--- config.mk ---
export PLATFORM = sky130hd
export DESIGN_NAME = hazard_ctrl
export DESIGN_NICKNAME = d
export VERILOG_FILES = /design/src/rtl/hazard_ctrl.sv
export SDC_FILE = /design/constraint.sdc
export NUM_CORES = 1
export LEC_CHECK = 0
export CAP_MARGIN = 40
export CORE_MARGIN = 2
export CORE_UTILIZATION = 35
export DETAILED_ROUTE_END_ITERATION = 6
export SLEW_MARGIN = 10
export SYNTH_ARGS = -nofsm -noshare
export SYNTH_HDL_FRONTEND = slang
export SYNTH_SLANG_ARGS = --single-unit
export TNS_END_PERCENT = 30
--- constraint.sdc ---
create_clock -name clk -period 3.1 [get_ports clk]
set_input_delay 0.31 -clock clk [delete_from_list [all_inputs] [get_ports clk]]
set_output_delay 0.31 -clock clk [all_outputs]
set_load 0.01 [all_outputs]
--- src/rtl/hazard_ctrl.sv ---
// hazard_ctrl: pipeline hazard controller sitting beside the ID stage.
// Tracks the destination info of the two instructions ahead of ID (EX and MEM
// shadow slots) and resolves data-memory wait states, taken branches/jumps and
// load-use hazards. It also selects operand forwarding for the ID instruction.
//
// Ports
//   clk, rst                     rising-edge clock, synchronous active-high reset
//   id_valid                     ID holds a real instruction
//   id_rs, id_rt, id_uses_rt     ID source registers; rt only matters when read
//   id_memread, id_regwrite      decoded control of the ID instruction
//   id_dst                       ID destination register
//   ex_taken                     EX resolved a taken BEQ or a JAL
//   dmem_req, dmem_ready         MEM-stage data memory handshake
//   stall                        decoder forces its control word to zero
//   pc_hold, ifid_hold           PC and IF/ID keep their values
//   flush_ifid, flush_idex       IF/ID and ID/EX load a bubble
//   fwd_a, fwd_b                 00 regfile, 01 EX result, 10 MEM result
//   mem_timeout                  sticky: memory wait lasted MEM_TIMEOUT cycles
//
// All outputs except mem_timeout are combinational (Mealy) so the pipeline can
// react in the same cycle a hazard is seen.
module hazard_ctrl #(
  parameter int unsigned REG_W       = 5,
  parameter int unsigned MEM_TIMEOUT = 15
) (
  input  logic             clk,
  input  logic             rst,
  input  logic             id_valid,
  input  logic [REG_W-1:0] id_rs,
  input  logic [REG_W-1:0] id_rt,
  input  logic             id_uses_rt,
  input  logic             id_memread,
  input  logic             id_regwrite,
  input  logic [REG_W-1:0] id_dst,
  input  logic             ex_taken,
  input  logic             dmem_req,
  input  logic             dmem_ready,
  output logic             stall,
  output logic             pc_hold,
  output logic             ifid_hold,
  output logic             flush_ifid,
  output logic             flush_idex,
  output logic [1:0]       fwd_a,
  output logic [1:0]       fwd_b,
  output logic             mem_timeout
);

  localparam int unsigned CNT_W = 4;
  localparam logic [1:0]  FWD_RF  = 2'b00;
  localparam logic [1:0]  FWD_EX  = 2'b01;
  localparam logic [1:0]  FWD_MEM = 2'b10;

  typedef struct packed {
    logic             memread;
    logic             regwrite;
    logic [REG_W-1:0] dst;
  } slot_t;

  typedef enum logic {
    ST_RUN      = 1'b0,
    ST_MEM_WAIT = 1'b1
  } state_t;

  state_t           state_q, state_d;
  slot_t            ex_q, ex_d;
  slot_t            mem_q, mem_d;
  logic [CNT_W-1:0] cnt_q, cnt_d;
  logic             timeout_q, timeout_d;

  logic frozen;
  logic load_use;

  // Forward select for one source operand; EX beats MEM, r0 never matches.
  // A load in EX cannot forward yet, that case is covered by the load-use stall.
  function automatic logic [1:0] fwd_sel(input logic [REG_W-1:0] src,
                                         input slot_t            ex_s,
                                         input slot_t            mem_s);
    logic [1:0] sel;
    sel = FWD_RF;
    if (ex_s.regwrite && !ex_s.memread && (ex_s.dst != '0) && (ex_s.dst == src)) begin
      sel = FWD_EX;
    end else if (mem_s.regwrite && (mem_s.dst != '0) && (mem_s.dst == src)) begin
      sel = FWD_MEM;
    end
    return sel;
  endfunction

  // State, shadow slots, wait counter and sticky timeout flag.
  always_ff @(posedge clk) begin
    if (rst) begin
      state_q   <= ST_RUN;
      ex_q      <= '0;
      mem_q     <= '0;
      cnt_q     <= '0;
      timeout_q <= 1'b0;
    end else begin
      state_q   <= state_d;
      ex_q      <= ex_d;
      mem_q     <= mem_d;
      cnt_q     <= cnt_d;
      timeout_q <= timeout_d;
    end
  end

  // Next-state, shadow advance and hazard outputs.
  always_comb begin
    state_d    = state_q;
    ex_d       = ex_q;
    mem_d      = mem_q;
    cnt_d      = cnt_q;
    timeout_d  = timeout_q;
    stall      = 1'b0;
    pc_hold    = 1'b0;
    ifid_hold  = 1'b0;
    flush_ifid = 1'b0;
    flush_idex = 1'b0;
    fwd_a      = FWD_RF;
    fwd_b      = FWD_RF;

    // A miss in RUN freezes the very cycle it is seen, not one cycle later.
    frozen   = (state_q == ST_MEM_WAIT) || (dmem_req && !dmem_ready);
    load_use = id_valid && ex_q.memread && (ex_q.dst != '0) &&
               ((ex_q.dst == id_rs) || (id_uses_rt && (ex_q.dst == id_rt)));

    case (state_q)
      ST_RUN: begin
        cnt_d = '0;
        if (dmem_req && !dmem_ready) begin
          state_d = ST_MEM_WAIT;
        end
      end
      ST_MEM_WAIT: begin
        if (cnt_q != CNT_W'(MEM_TIMEOUT)) begin
          cnt_d = cnt_q + CNT_W'(1);
        end
        if (cnt_d == CNT_W'(MEM_TIMEOUT)) begin
          timeout_d = 1'b1;
        end
        // The ready cycle itself is still frozen; RUN resumes on the next one.
        if (dmem_ready) begin
          state_d = ST_RUN;
        end
      end
      default: begin
        state_d = ST_RUN;
      end
    endcase

    if (frozen) begin
      pc_hold   = 1'b1;
      ifid_hold = 1'b1;
    end else if (ex_taken) begin
      // Squash the wrong-path instructions in IF and ID.
      stall      = 1'b1;
      flush_ifid = 1'b1;
      flush_idex = 1'b1;
      ex_d       = '0;
      mem_d      = ex_q;
    end else if (load_use) begin
      // Hold ID one cycle and push a bubble into EX.
      stall      = 1'b1;
      pc_hold    = 1'b1;
      ifid_hold  = 1'b1;
      flush_idex = 1'b1;
      ex_d       = '0;
      mem_d      = ex_q;
    end else begin
      mem_d = ex_q;
      if (id_valid) begin
        ex_d.memread  = id_memread;
        ex_d.regwrite = id_regwrite;
        ex_d.dst      = id_dst;
      end else begin
        ex_d = '0;
      end
    end

    fwd_a = fwd_sel(id_rs, ex_q, mem_q);
    fwd_b = fwd_sel(id_rt, ex_q, mem_q);

    // Quiet outputs while reset is asserted so nothing acts on stale state.
    if (rst) begin
      stall      = 1'b0;
      pc_hold    = 1'b0;
      ifid_hold  = 1'b0;
      flush_ifid = 1'b0;
      flush_idex = 1'b0;
      fwd_a      = FWD_RF;
      fwd_b      = FWD_RF;
    end
  end

  assign mem_timeout = timeout_q;

endmodule
==> results.toml <==
[worst_hold_path]
hold_depth = 2
worstHoldEndpoint = "mem_timeout"
hp-class = "flop to flop"
min_from = "mem_timeout"

[critical_path]
cp.required_ps = 2790
r2r-end = "mem_timeout"
crit_path_max_fanout = 9
endpoint_kind = "output port"
path_class = "primary input to output port"
cp.arrival_ps = 2380
worst-r2r-cell-count = 6
cp-start-kind = "primary input"
reg2reg_from = "cnt_q[0]"
reg2reg_slack_ps = 1500

[floorplan]
die_x_um = 60.7
fp.dieH_um = 60.7
rows = 20
ios = 34
initial_utilization = 0.369
core_um2 = 3050
dieArea_um2 = 3690

[timing]
tns_ps = 0
timing.slew.headroom = 0.688
fin_crit_ps = 2690
fmax_mhz = 372
hold_viol_final = 0
fin_skew_ps = 5.90
finalSetupViolations = 0
rsz0062_at_grt = "false"
post-route-period-util = 0.868
maxSlewViolCount = 0
worst_pin_slew_ps = 466
final.setup.worst_slack_ps = 410

[flow_run]
maxCapViolCount = 0

[clock_network]
clock_path_buffers = 2
insertion_delay_ps = 290
cts_resized = 0
cts_tree = "built"
numCtsBuffers = 3
cts-root-buf = "clkbuf_4"
cts-htree-levels = 1
clk_pin_slew_worst_paths_ps = 90
post_cts_buffers = 0
hold_buffers = 0
clock-sinks = 19

[global_routing]
grt_pass1_vias = 1019
grt_pass1_wl_um = 4450
overflow = 0
grt_max_degree = 15
antenna_found_initial = 0
grt_usage = 0.163

[yosys]
ys_seq_area_frac = 0.338
yosys_register_bits = 19
syn_avg_cell_area_um2 = 9.23
netlist_area_um2 = 1130
syn_inst = 122
syn_nets = 147
ys_types = 31
yosysWarnings = 0

[cells_and_area]
antenna_cells = 0
nets = 183
nFillCells = 319
area_growth_pct = 35.6
drive_above_1_share = 0.0828

[place]
portBuffers = 33
dp_slack_ps = 420
dpl.hpwl_um = 2120
gp_congestion = 0.874

[outcome]
status = "completed"

[detailed_routing]
vias = 1020
wl_per_cell_um = 13.4
drt-initial-drc-count = 36
viasPerCell = 5.07
antenna_left = 0
drtPass1Iterations = 4
post-route-drc-count = 0
routed_wl_um = 2700

[power_and_ir_drop]
leakage_nw = 0.563
p_per_area_nw_per_um2 = 310
ir_worst_vdd_mv = 0.134
## sequential cells by signal, indices dropped and copies added, names as in the netlist
name	cells
ex_q	7
mem_q	6
cnt_q	4
state_q	1
mem_timeout	1
## metrics by stage
| step | power, mW | hold WS, ps | cell area (um2) | util | instances |
|---|---|---|---|---|---|
| floorplan | 0.309 | 387 | 1130 | - | 122 |
| global placement | 0.359 | 459 | 1500 | 0.491 | 197 |
| detailed placement | 0.360 | 470 | 1500 | 0.491 | 197 |
| CTS | 0.483 | 490 | 1530 | 0.500 | 201 |
| global route | 0.498 | 545 | 1530 | 0.500 | 201 |
| finish | 0.473 | 484 | 1530 | 0.500 | 201 |
## critical path: stages
cell and delay, ps:
clkdlybuf4s50_1 530, xnor2_1 140, nand3_1 140, nor3_4 280
o21ai_4 140, o31ai_1 260, clkdlybuf4s50_1 590
## layer usage
layer  track usage  wire (um)
met1         0.219       1260
met2         0.255       1210
met3        0.0235        180
met4        0.0807         54
met5             0          0
## power breakdown
part	switching, mW	total (mW)	internal (mW)
registers	0.00785	0.257	0.249
logic	0.0405	0.0969	0.0564
clock network	0.0687	0.119	0.0500
## kinds of logic (layout without fill, tap and decap cells)
| kind of cell | after synthesis | after routing | synth area share |
|---|---|---|---|
| buffers and inverters | 7 | 42 | 0.0300 |
| multiplexers | 8 | 8 | 0.0722 |
| adder cells (fa/ha/maj) | 1 | 1 | 0.0111 |
| AO/OA/AOI/OAI | 17 | 17 | 0.134 |
| XOR/XNOR | 20 | 20 | 0.156 |
| AND/OR/NAND/NOR | 50 | 50 | 0.259 |
| flip-flops | 19 | 19 | 0.338 |
## cells in the mapped netlist
cell | instances | share of area
nor2_1 | 14 | 0.047
nand2b_1 | 3 | 0.017
nor3b_2 | 1 | 0.011
a32o_1 | 8 | 0.071
or3b_4 | 1 | 0.010
mux2i_1 | 7 | 0.062
nor4_2 | 1 | 0.011
nor4_1 | 1 | 0.0056
nor2b_1 | 2 | 0.011
mux2_2 | 1 | 0.010
nor3_1 | 5 | 0.022
nand3_1 | 6 | 0.027
nor3_4 | 1 | 0.014
nor2_2 | 2 | 0.011
and2_1 | 1 | 0.0056
clkbuf_1 | 1 | 0.0033
o31ai_1 | 1 | 0.0067
nand2_1 | 4 | 0.013
a21oi_1 | 3 | 0.013
xnor2_1 | 11 | 0.086
or4_1 | 4 | 0.027
ha_1 | 1 | 0.011
a31oi_1 | 1 | 0.0056
xor2_1 | 9 | 0.070
buf_4 | 2 | 0.013
a21oi_4 | 1 | 0.014
nor3b_1 | 4 | 0.027
dfxtp_1 | 19 | 0.34
o21ai_4 | 1 | 0.014
inv_1 | 4 | 0.013
o21ai_0 | 2 | 0.0089
## worst max-delay path by stage
stage / depth (start not counted) / to / startpoint
global placement: 6 / fwd_b[1] / rst
detailed placement: 7 / pc_hold / id_rs[4]
CTS: 7 / pc_hold / id_rs[4]
floorplan: 6 / pc_hold / ex_q[0]
global route: 7 / ifid_hold / id_rs[4]
finish: 7 / pc_hold / id_rs[4]
## cells in the final DEF, fill, tap and decap left out, drive strengths merged, types with 5 or more instances in the layout
master / netlist / final
nor3: 6 / 6
mux2i: 7 / 7
dfxtp: 19 / 19
nor2: 16 / 16
nand3: 6 / 6
xnor2: 11 / 11
clkdlybuf4s50: 0 / 33
xor2: 9 / 9
a32o: 8 / 8
nor3b: 5 / 5
## layout make-up
type	count	area, um2	share of cell area
well taps	44	55.1	0.0361
clock buffers	4	26.3	0.0172
multi-input cells	96	712	0.466
inverters	4	15.0	0.00984
repair buffers	34	338	0.221
flip-flops and latches	19	380	0.249
No activity file was read; power rests on OpenSTA's default activity.
